<file path="src/rtl/mem_pll_arbiter_pkg.sv">
// Shared types and default widths for the memory/PLL arbiter slice.
// Holds the qualifier state encoding and the selected-request bundle.
package mem_pll_arbiter_pkg;

    localparam int MEM_ADDR_W = 10;
    localparam int MEM_DATA_W = 16;

    typedef enum logic [1:0] {
        WAIT_LOCK = 2'd0,
        QUALIFY   = 2'd1,
        RUN       = 2'd2
    } arb_state_t;

    // Widths follow the MemGen_16_10 macro.
    typedef struct packed {
        logic                  we;
        logic [MEM_ADDR_W-1:0] addr;
        logic [MEM_DATA_W-1:0] wdata;
    } mem_req_t;

endpackage

</file>
<file path="src/rtl/lock_qualifier.sv">
// PLL lock synchroniser, stability counter and WAIT_LOCK/QUALIFY/RUN FSM.
// Ports: clock, reset_n (async low), pll_lock (async in), run (registered).
module lock_qualifier
    import mem_pll_arbiter_pkg::*;
#(
    parameter int LOCK_SYNC = 2,
    parameter int LOCK_WAIT = 16
) (
    input  logic clock,
    input  logic reset_n,
    input  logic pll_lock,
    output logic run
);

    localparam logic [7:0] CNT_LAST = 8'(LOCK_WAIT - 1);

    logic [LOCK_SYNC-1:0] sync_q;
    logic                 lock_s;
    logic [7:0]           cnt;
    arb_state_t           state;

    always_ff @(posedge clock or negedge reset_n) begin
        if (!reset_n) begin
            sync_q <= '0;
        end else begin
            sync_q <= {sync_q[LOCK_SYNC-2:0], pll_lock};
        end
    end

    assign lock_s = sync_q[LOCK_SYNC-1];

    // run is registered alongside the state so it is high exactly in RUN.
    always_ff @(posedge clock or negedge reset_n) begin
        if (!reset_n) begin
            state <= WAIT_LOCK;
            cnt   <= '0;
            run   <= 1'b0;
        end else begin
            unique case (state)
                WAIT_LOCK: begin
                    cnt <= '0;
                    run <= 1'b0;
                    if (lock_s) state <= QUALIFY;
                end
                QUALIFY: begin
                    if (!lock_s) begin
                        state <= WAIT_LOCK;
                        cnt   <= '0;
                    end else if (cnt == CNT_LAST) begin
                        state <= RUN;
                        run   <= 1'b1;
                        cnt   <= '0;
                    end else begin
                        cnt <= cnt + 8'd1;
                    end
                end
                RUN: begin
                    if (!lock_s) begin
                        state <= WAIT_LOCK;
                        run   <= 1'b0;
                    end
                end
                default: begin
                    state <= WAIT_LOCK;
                    cnt   <= '0;
                    run   <= 1'b0;
                end
            endcase
        end
    end

endmodule

</file>
<file path="src/rtl/mem_pll_arbiter.sv">
// Two-port round-robin arbiter for MemGen_16_10, gated by a qualified PLL lock.
// Ports: clock/reset_n, pll_lock, req0/req1 valid-ready + rsp, memory strobes,
// rd_data, mem_up. Macro MEM_PLL_ARBITER_PERF_EN adds perf_gnt0/1, perf_conflict.
module mem_pll_arbiter
    import mem_pll_arbiter_pkg::*;
#(
    parameter int ADDR_W    = MEM_ADDR_W,
    parameter int DATA_W    = MEM_DATA_W,
    parameter int LOCK_SYNC = 2,
    parameter int LOCK_WAIT = 16
) (
    input  logic              clock,
    input  logic              reset_n,
    input  logic              pll_lock,
    input  logic              req0_valid,
    output logic              req0_ready,
    input  logic              req0_we,
    input  logic [ADDR_W-1:0] req0_addr,
    input  logic [DATA_W-1:0] req0_wdata,
    output logic              rsp0_valid,
    output logic [DATA_W-1:0] rsp0_rdata,
    input  logic              req1_valid,
    output logic              req1_ready,
    input  logic              req1_we,
    input  logic [ADDR_W-1:0] req1_addr,
    input  logic [DATA_W-1:0] req1_wdata,
    output logic              rsp1_valid,
    output logic [DATA_W-1:0] rsp1_rdata,
    output logic              chip_en,
    output logic              wr_en,
    output logic              rd_en,
    output logic [ADDR_W-1:0] addr,
    output logic [DATA_W-1:0] wr_data,
    input  logic [DATA_W-1:0] rd_data,
    output logic              mem_up
`ifdef MEM_PLL_ARBITER_PERF_EN
    ,
    output logic [31:0]       perf_gnt0,
    output logic [31:0]       perf_gnt1,
    output logic [31:0]       perf_conflict
`endif
);

    logic              run;
    logic              last_grant;
    logic              gnt0;
    logic              gnt1;
    logic              granted;
    mem_req_t          sel;
    logic [ADDR_W-1:0] addr_q;
    logic [DATA_W-1:0] wdata_q;
    logic              rsp0_q;
    logic              rsp1_q;

    lock_qualifier #(
        .LOCK_SYNC (LOCK_SYNC),
        .LOCK_WAIT (LOCK_WAIT)
    ) u_lock_qualifier (
        .clock    (clock),
        .reset_n  (reset_n),
        .pll_lock (pll_lock),
        .run      (run)
    );

    assign mem_up = run;

    // On conflict the requester not served last wins.
    always_comb begin
        gnt0 = run & req0_valid & (~req1_valid | last_grant);
        gnt1 = run & req1_valid & (~req0_valid | ~last_grant);
    end

    assign granted    = gnt0 | gnt1;
    assign req0_ready = gnt0;
    assign req1_ready = gnt1;

    always_comb begin
        sel = '0;
        if (gnt1) begin
            sel.we    = req1_we;
            sel.addr  = req1_addr;
            sel.wdata = req1_wdata;
        end else begin
            sel.we    = req0_we;
            sel.addr  = req0_addr;
            sel.wdata = req0_wdata;
        end
    end

    // Idle cycles replay the last address/data so the macro pins stay quiet.
    always_comb begin
        chip_en = granted;
        wr_en   = granted & sel.we;
        rd_en   = granted & ~sel.we;
        addr    = granted ? sel.addr : addr_q;
        wr_data = (granted & sel.we) ? sel.wdata : wdata_q;
    end

    always_ff @(posedge clock or negedge reset_n) begin
        if (!reset_n) begin
            last_grant <= 1'b1;
            addr_q     <= '0;
            wdata_q    <= '0;
            rsp0_q     <= 1'b0;
            rsp1_q     <= 1'b0;
        end else begin
            if (gnt0) begin
                last_grant <= 1'b0;
            end else if (gnt1) begin
                last_grant <= 1'b1;
            end
            if (granted) addr_q <= sel.addr;
            if (granted & sel.we) wdata_q <= sel.wdata;
            rsp0_q <= gnt0 & ~req0_we;
            rsp1_q <= gnt1 & ~req1_we;
        end
    end

    // rd_data is only meaningful the cycle after rd_en; steer it there.
    assign rsp0_valid = rsp0_q;
    assign rsp1_valid = rsp1_q;
    assign rsp0_rdata = rsp0_q ? rd_data : '0;
    assign rsp1_rdata = rsp1_q ? rd_data : '0;

`ifdef MEM_PLL_ARBITER_PERF_EN
    // Counters only move in RUN; clearing outside RUN covers WAIT_LOCK entry.
    always_ff @(posedge clock or negedge reset_n) begin
        if (!reset_n) begin
            perf_gnt0     <= '0;
            perf_gnt1     <= '0;
            perf_conflict <= '0;
        end else if (!run) begin
            perf_gnt0     <= '0;
            perf_gnt1     <= '0;
            perf_conflict <= '0;
        end else begin
            if (gnt0 && perf_gnt0 != '1) begin
                perf_gnt0 <= perf_gnt0 + 32'd1;
            end
            if (gnt1 && perf_gnt1 != '1) begin
                perf_gnt1 <= perf_gnt1 + 32'd1;
            end
            if (req0_valid && req1_valid && perf_conflict != '1) begin
                perf_conflict <= perf_conflict + 32'd1;
            end
        end
    end
`endif

`ifndef SYNTHESIS
    a_one_ready : assert property (
        @(posedge clock) disable iff (!reset_n)
        !(req0_ready && req1_ready));

    a_hold0 : assert property (
        @(posedge clock) disable iff (!reset_n)
        (req0_valid && !req0_ready) |=>
        (req0_valid && $stable(req0_we) &&
         $stable(req0_addr) && $stable(req0_wdata)));

    a_hold1 : assert property (
        @(posedge clock) disable iff (!reset_n)
        (req1_valid && !req1_ready) |=>
        (req1_valid && $stable(req1_we) &&
         $stable(req1_addr) && $stable(req1_wdata)));
`endif

endmodule

</file>
<file path="config.mk">
export PLATFORM = sky130hd
export DESIGN_NAME = mem_pll_arbiter
export DESIGN_NICKNAME = d
export VERILOG_FILES = /design/src/rtl/mem_pll_arbiter_pkg.sv /design/src/rtl/lock_qualifier.sv /design/src/rtl/mem_pll_arbiter.sv
export SDC_FILE = /design/constraint.sdc
export NUM_CORES = 1
export LEC_CHECK = 0
export BUFFER_PORTS_ARGS = -buffer_cell sky130_fd_sc_hd__buf_2
export CORE_ASPECT_RATIO = 0.75
export CORE_MARGIN = 3
export CORE_UTILIZATION = 48
export CTS_BUF_LIST = sky130_fd_sc_hd__clkbuf_8
export DETAILED_ROUTE_END_ITERATION = 10
export PLACE_DENSITY = 0.9
export SLEW_MARGIN = 20
export SYNTH_ARGS = -nofsm -noshare
export SYNTH_HDL_FRONTEND = slang
export SYNTH_SLANG_ARGS = --single-unit
</file>
<file path="constraint.sdc">
create_clock -name clock -period 2.6 [get_ports clock]
set_clock_uncertainty 0.05 [all_clocks]
set_input_delay 0 -clock clock [delete_from_list [all_inputs] [get_ports clock]]
set_output_delay 0 -clock clock [all_outputs]
set_load 0.05 [all_outputs]
</file>
# After elaboration in Yosys (flattened, before gate mapping)
# Index checks and enable logic that the tools add are counted.
# classes
add_sub_neg	1
n_eq_ne	8
n_bitwise	17
reduce_logical	4
mux	19
# ops
cell	n
16-bit 2-to-1 mux	3
27-bit 2-to-1 mux	1
8-bit 2-to-1 mux	2
8-bit case mux with 2 select lines	1
10-bit 2-to-1 mux	1
8-bit by 1-bit adder with 8-bit output (second input constant)	1
1-bit AND	8
8-bit by 4-bit == test with 1-bit output (second input constant)	1
2-bit 2-to-1 mux	4
2-bit by 1-bit inequality test with 1-bit output (second input constant)	3
1-bit inverter	6
2-bit case mux with 3 select lines	1
3-bit AND reduction	2
1-bit 2-to-1 mux	5
3-bit inequality test (second input constant)	1
1-bit bitwise OR	3
2-bit by 1-bit == test with 1-bit output (second input constant)	1
2-bit == test (second input constant)	1
2-bit zero test	1
2-bit inequality test (second input constant)	1
1-bit case mux with 2 select lines	1
2-bit nonzero test	1
# word_totals
in_bits	75
wordCells	58
regBits	42
output_inout_bits	66

# Logic depth before layout (Yosys ltp)
# Gate-level depths: netlist of the first run.
# logic_depth
word_depth	6
ltp_mapped	6
depth_no_buf	5

# Cells and area by module
# Synthesis of the first run repeated with hierarchy kept, for this count alone.
# hier_totals
cells_unflattened	248
hier_area_um2	2263.4
# modules_own_cells
mod	seq_area_each_um2	instances	cells_per_inst	area_each_um2
mem_pll_arbiter	726.9	1	185	1639.1
lock_qualifier	325.3	1	63	624.3

# Worst setup path after synthesis of the first run
# No wires, ideal clock.
# synth_path
path_kind	register to register
startpoint	register u_lock_qualifier.run
endpoint	register addr_q[1]
t_arrival_ns	2.618
setup_time_ns	0.248
setup_slack_ns	-0.316
path_stages_with_launch	6
synth_period_minus_slack_ns	2.916
required_time_ns	2.302
n_path_buf	2
cell_sequence	dfrtp_1 nand3_4 buf_6 buf_4 mux2i_1 o21ai_0
# synth_via
elab_chain_len	4
word_cells_on_any_way	7
classes_between	mux: 2; bitwise: 5
# synth_rtl
element	line	rtl
start: declaration	lock_qualifier.sv:12	output logic run
start signal: assignment	lock_qualifier.sv:37	run <= 1'b0;
start signal: assignment	lock_qualifier.sv:42	run <= 1'b0;
start signal: assignment	lock_qualifier.sv:51	run <= 1'b1;
1-bit AND, on equally long branches (2 in a row)	mem_pll_arbiter.sv:70, mem_pll_arbiter.sv:69	
27-bit 2-to-1 mux / 1-bit bitwise OR (equally long branches)	mem_pll_arbiter.sv:79, mem_pll_arbiter.sv:73	
10-bit 2-to-1 mux *	-	
via addr[1]	mem_pll_arbiter.sv:32	output logic [ADDR_W-1:0] addr,
end signal: assignment	mem_pll_arbiter.sv:112	if (granted) addr_q <= sel.addr;
end: declaration	mem_pll_arbiter.sv:50	logic [ADDR_W-1:0] addr_q;
# The timed path passes the listed nets; every way through them passes the cells marked *.
# A chain may end at the register's enable or synchronous reset.

# Worst setup path after layout of the first run
# layout_path
startpoint	register last_grant
endpoint	output port addr[6]
# layout_via
elab_chain_len	5
word_cells_on_any_way	8
classes_between	mux: 2; bitwise: 6
# layout_rtl
element	line	rtl
start: declaration	mem_pll_arbiter.sv:45	logic last_grant;
start signal: assignment	mem_pll_arbiter.sv:101	last_grant <= 1'b1;
start signal: assignment	mem_pll_arbiter.sv:108	last_grant <= 1'b0;
start signal: assignment	mem_pll_arbiter.sv:110	last_grant <= 1'b1;
1-bit inverter	mem_pll_arbiter.sv:70	gnt1 = run & req1_valid & (~req0_valid | ~last_grant);
1-bit bitwise OR	mem_pll_arbiter.sv:70	
1-bit AND	mem_pll_arbiter.sv:70	
27-bit 2-to-1 mux / 1-bit bitwise OR (equally long branches)	mem_pll_arbiter.sv:79, mem_pll_arbiter.sv:73	
10-bit 2-to-1 mux *	-	
end: declaration	mem_pll_arbiter.sv:32	
# Every way passes the cells marked *; elsewhere a longest branch is shown, timed or not.

==> flow_summary.ini, run 1 <==
[route]
dr.pass1.iters = 4
dr_total_vias = 2213
wl_per_cell_um = 16.2
postRouteAntennaNets = 0
routed_wirelength_mm = 6.97
viasPerCell = 5.13
drtIter0Drc = 148
drc_errors = 0

[sta]
drv_slew = 0
setup_viol = 0
relSlewSlack_pct = 38.1
grt_setup_unrepaired = no
post-route-period-util_pct = 94.5
hold_violations = 1
fin_setup_tns_ns = 0
worst_slew_pin_slew_ns = 0.929
hold_slack_ns = -0.0180
fin_crit_ns = 2.46
clock.fmax_ghz = 0.407

[synthesis]
synth-seq-cells = 42
syn_area_per_cell_sq_um = 10.9
syn_area_sq_mm = 0.00230
synth_edf_count = 0
ys_warn_count = 0
ys_seq_area_share_pct = 45.7
synth_cells = 212
synth_ff_type = dfrtp_1
synth_nets = 288
synth_cell_type_count = 33
async_flop_share_pct = 100

[run_status]
status = complete, but fails checks
violations = hold timing

[placement]
dp_hpwl_mm = 4.70
gp_congestion = 0.819
io_buffers = 140
dpl_cell_area_sq_mm = 0.00303

[grt]
grt_pass1_vias = 2170
antenna_found_initial = 0
grt_usage_pct = 23.9
grt_pass1_wl_mm = 10.3
grt-ovfl-total = 0
grt_max_degree = 43

[clocking]
cts_buffer_depth = 2
h-tree-depth = 2
path_clk_slew_ns = 0.08
cts_made_buffers = 5
clock-root-buffer = clkbuf_8
insertion_delay_ns = 0.30
cts.sinks = 42
cts_tree = yes

[setup_path]
crit_path_end_kind = output port
crit_type = reg -> out
start_kind = flop
path_max_fanout = 8
worstPathRequired_ns = 2.55
worstPathArrival_ns = 2.41

[die]
start_util_pct = 50.7
io_pins = 141
design.core.area_sq_mm = 0.00455
die_y_um = 66.0
fp-row-count = 21
dieArea_sq_mm = 0.00567
die_w_um = 86.0

[power]
total_power_w = 0.00125
vdd.ir_drop.worst_v = 0.000414
p_leak_nw = 1.96
power_density_mw_per_mm2 = 375

[finish]
drive_above_1_share_pct = 49.7
diodes = 0
final_area_sq_mm = 0.00334
mostFrequentLayoutCells = buf_2, dfrtp_1, and2_1
final_common_cell = buf_2
area_growth_pct = 44.8
nets = 449

[hold_path]
hp-class = in -> reg

[flow_run]
max_cap_violations = 0
==> final cells by class <==
cell class | instances | area, sq um
Tap cell | 57 | 71.3
Multi-Input combinational cell | 159 | 1200
Sequential cell | 42 | 1050
Clock inverter | 2 | 8.76
Fill cell | 340 | 1210
Timing Repair Buffer | 161 | 908
Inverter | 4 | 15.0
Clock buffer | 6 | 82.6
==> registers in the layout (all words and copies together), names as in the netlist <==
name / flops
wdata_q: 16
last_grant: 1
addr_q: 10
u_lock_qualifier.sync_q: 2
u_lock_qualifier.cnt: 8
u_lock_qualifier.state: 2
u_lock_qualifier.run: 1
rsp0_valid: 1
rsp1_valid: 1
==> logic make-up (layout without fill, tap and decap cells) <==
| group | Yosys count | after routing | synth area share (%) |
|---|---|---|---|
| compound gates | 32 | 32 | 8.26 |
| mux | 43 | 43 | 23.0 |
| fa+ha+maj | 1 | 1 | 0.543 |
| simple gates | 82 | 83 | 19.7 |
| flops | 42 | 42 | 45.7 |
| buf+inv | 12 | 173 | 2.77 |
==> cell usage after synthesis (all sizes together) (3+ instances only) <==
| cell | number | area (sq um) |
|---|---|---|
| dfrtp | 41 | 1030 |
| and2 | 34 | 213 |
| mux2 | 32 | 420 |
| nand2 | 24 | 90.1 |
| o21ai | 21 | 109 |
| mux2i | 11 | 110 |
| nand3 | 6 | 42.5 |
| a21oi | 5 | 36.3 |
| clkbuf | 5 | 18.8 |
| inv | 4 | 15.0 |
| and3 | 3 | 18.8 |
| buf | 3 | 30.0 |
| nor2 | 3 | 11.3 |
| nor2b | 3 | 18.8 |
==> stage by stage <==
step,cells,setup slack [ns],util [%]
after floorplan,212,0.117,-
after CTS,429,0.0216,72.9
after detailed placement,402,0.540,66.7
after global placement,402,0.634,66.7
final,431,0.142,73.4
after global routing,431,0.0227,73.4
==> power breakdown <==
group | internal [W] | total, W | switching (W)
Sequential | 0.000659 | 0.000666 | 0.00000725
Combinational | 0.0000827 | 0.000141 | 0.0000584
Clock | 0.000211 | 0.000445 | 0.000234
Total | 0.000952 | 0.00125 | 0.000300
==> per-layer routing <==
metal,routed length [um],global-route usage (%),vias to the layer above
met5,0,0,-
met4,179,8.50,0
met3,464,4.86,19
met2,3830,48.1,106
met1,2490,24.1,1039
li1,-,-,1049
==> path summary, 6_finish.rpt <==
kind | start | to | slack [ns] | cells after the start
min in group asynchronous | reset_n | wdata_q[11] | 0.32 | 2
hold reg to reg | u_lock_qualifier.sync_q[0] | u_lock_qualifier.sync_q[1] | 0.32 | 0
hold / removal | req1_addr[0] | addr_q[0] | -0.02 | 3
setup / recovery | last_grant | addr[6] | 0.14 | 6
max in group asynchronous | reset_n | u_lock_qualifier.cnt[3] | 1.60 | 2
setup reg to reg | last_grant | addr_q[6] | 0.56 | 5
==> critical path, stage by stage (launching register included) <==
cell and delay [ns]:
dfstp_2 0.57, nand2_1 0.14, nand3_4 0.21, mux2i_1 0.12, dlygate4sd3_1 0.58, o21ai_1 0.20, clkbuf_4 0.27
==> repair_timing <==
item                                   4_1_cts  5_1_grt
setup buffers                                0        1
hold buffers                                19        0
setup endpoints to repair                    0        7
resized for setup                            0        1
endpoints found under the hold margin       52        0
No activity file was read; power rests on OpenSTA's default activity.
==> run 2, diff against run 1 <==
- BUFFER_PORTS_ARGS: -buffer_cell sky130_fd_sc_hd__buf_2 -> -buffer_cell sky130_fd_sc_hd__clkbuf_2
==> run 2 against run 1 <==
The run now ends clean; first-iteration DRC count decreased by 49%; register-to-register slack got worse by 0.19 ns; global-route usage decreased by 1.2 points; routed wire length decreased by 7.8%; worst hold slack improved by 0.020 ns; clock power decreased by 2%; critical path type unchanged.
==> flow_summary.ini, run 2 (synthesis gave the netlist of run 1 again) <==
[sta]
grt_setup_unrepaired = no
hold_slack_ns = 0.00156
post-route-period-util_pct = 91.4
relSlewSlack_pct = 39.4
drv_slew = 0
hold_violations = 0
worst_slew_pin_slew_ns = 0.910
fin_crit_ns = 2.38
fin_setup_tns_ns = 0
setup_viol = 0
clock.fmax_ghz = 0.421

[finish]
final_common_cell = clkbuf_2
nets = 449
drive_above_1_share_pct = 49.5
reg_top3 = wdata_q: 16 flops, addr_q: 10 flops, u_lock_qualifier.cnt: 8 flops
diodes = 0
final_area_sq_mm = 0.00334
largest-register = wdata_q
area_growth_pct = 44.9
mostFrequentLayoutCells = clkbuf_2, dfrtp_1, and2_1
largest_reg_flops = 16

[die]
start_util_pct = 50.7
io_pins = 141
fp-row-count = 21
dieArea_sq_mm = 0.00567
die_w_um = 86.0
design.core.area_sq_mm = 0.00455
die_y_um = 66.0

[grt]
grt-ovfl-total = 0
grt_pass1_vias = 2103
antenna_found_initial = 0
grt_usage_pct = 22.7
grt_pass1_wl_mm = 9.95
grt_max_degree = 43

[setup_path]
cp-endpoint = wr_data[4]
path_cells = and2_1 > o21ai_2 > a21oi_4 > mux2_2 > clkbuf_2
r2r_cells = 5
path_max_fanout = 17
crit_start = last_grant
start_kind = flop
r2r-end = addr_q[0]
crit_path_end_kind = output port
worstPathRequired_ns = 2.55
cp.depth = 5
max_stage_delay_ns = 0.57
r2r_start = last_grant
slowest_stage = a21oi_4
r2r_slack_ns = 0.37
crit_family = compound AO/OA/AOI/OAI gates
worstPathArrival_ns = 2.33
cp.buffers_inverters = 1
crit_type = reg -> out

[route]
drt-met1-wl_mm = 2.33
viasPerCell = 5.12
top_layer = met4
dr_total_vias = 2208
dr_wl_met2_mm = 3.56
drtIter0Drc = 76
postRouteAntennaNets = 0
routed_wirelength_mm = 6.43
dr.pass1.iters = 4
wl_per_cell_um = 14.9
wl_met3_um = 471
drc_errors = 0

[power]
power_density_mw_per_mm2 = 370
p_leak_nw = 1.93
vdd.ir_drop.worst_v = 0.000342

[clocking]
path_clk_slew_ns = 0.09
clock-root-buffer = clkbuf_8
cts_buffer_depth = 2
cts_resized = 0
insertion_delay_ns = 0.30
postCtsSetupBuffers = 0
cts_made_buffers = 5
cts.sinks = 42
hold_buffers = 21
h-tree-depth = 2
cts_tree = yes

[hold_path]
hp-class = in -> reg

[run_status]
status = finished clean

[placement]
io_buffers = 140
dpl_cell_area_sq_mm = 0.00303
gp_congestion = 0.933
dp_hpwl_mm = 4.70

[flow_run]
max_cap_violations = 0
-- run 2: power by group --
part | total, W | leakage, nW | switching, W | internal [W]
clock | 0.000437 | 0.0447 | 0.000243 | 0.000194
combinational | 0.000133 | 1.31 | 0.0000556 | 0.0000769
sequential | 0.000667 | 0.576 | 0.00000765 | 0.000659
-- run 2: worst min-delay path by stage --
stage,start,endpoint,slack [ns],cells past startpoint
floorplan,reset_n,addr_q[0],-0.35,0
global placement,pll_lock,u_lock_qualifier.sync_q[0],0.06,1
detailed placement,pll_lock,u_lock_qualifier.sync_q[0],0.06,1
CTS,req0_addr[6],addr_q[6],0.006,3
global route,req0_wdata[9],wdata_q[9],0.01,3
finish,req1_addr[3],addr_q[3],0.002,3
-- run 2: routing by layer --
layer,GRT usage [%],vias up
met4,4.94,0
met2,44.9,94
met3,5.85,7
met5,0,-
li1,-,1059
met1,24.1,1048
-- run 2: area by class of cell --
type	count	area, sq um
repair buffers	162	918
multi-input cells	158	1190
clock buffers	5	68.8
flip-flops and latches	42	1050
well taps	57	71.3
clock inverters	3	25.0
fillers	338	1210
inverters	4	15.0
-- run 2: metrics by stage --
step | instances | total power, W | setup WS (ns) | utilization [%]
floorplan | 212 | 0.000717 | 0.117 | -
global placement | 402 | 0.000791 | 0.604 | 66.7
detailed placement | 402 | 0.000795 | 0.541 | 66.7
CTS | 431 | 0.00124 | 0.211 | 73.4
global route | 431 | 0.00129 | 0.106 | 73.4
finish | 431 | 0.00124 | 0.224 | 73.4
-- run 2: worst register-to-register path: cells and delay by family, from the launching register on --
family	cells	cell delay (ns)
simple gates	2	0.50
mux	1	0.30
flops	1	0.56
buf+inv	1	0.58
compound gates	1	0.13
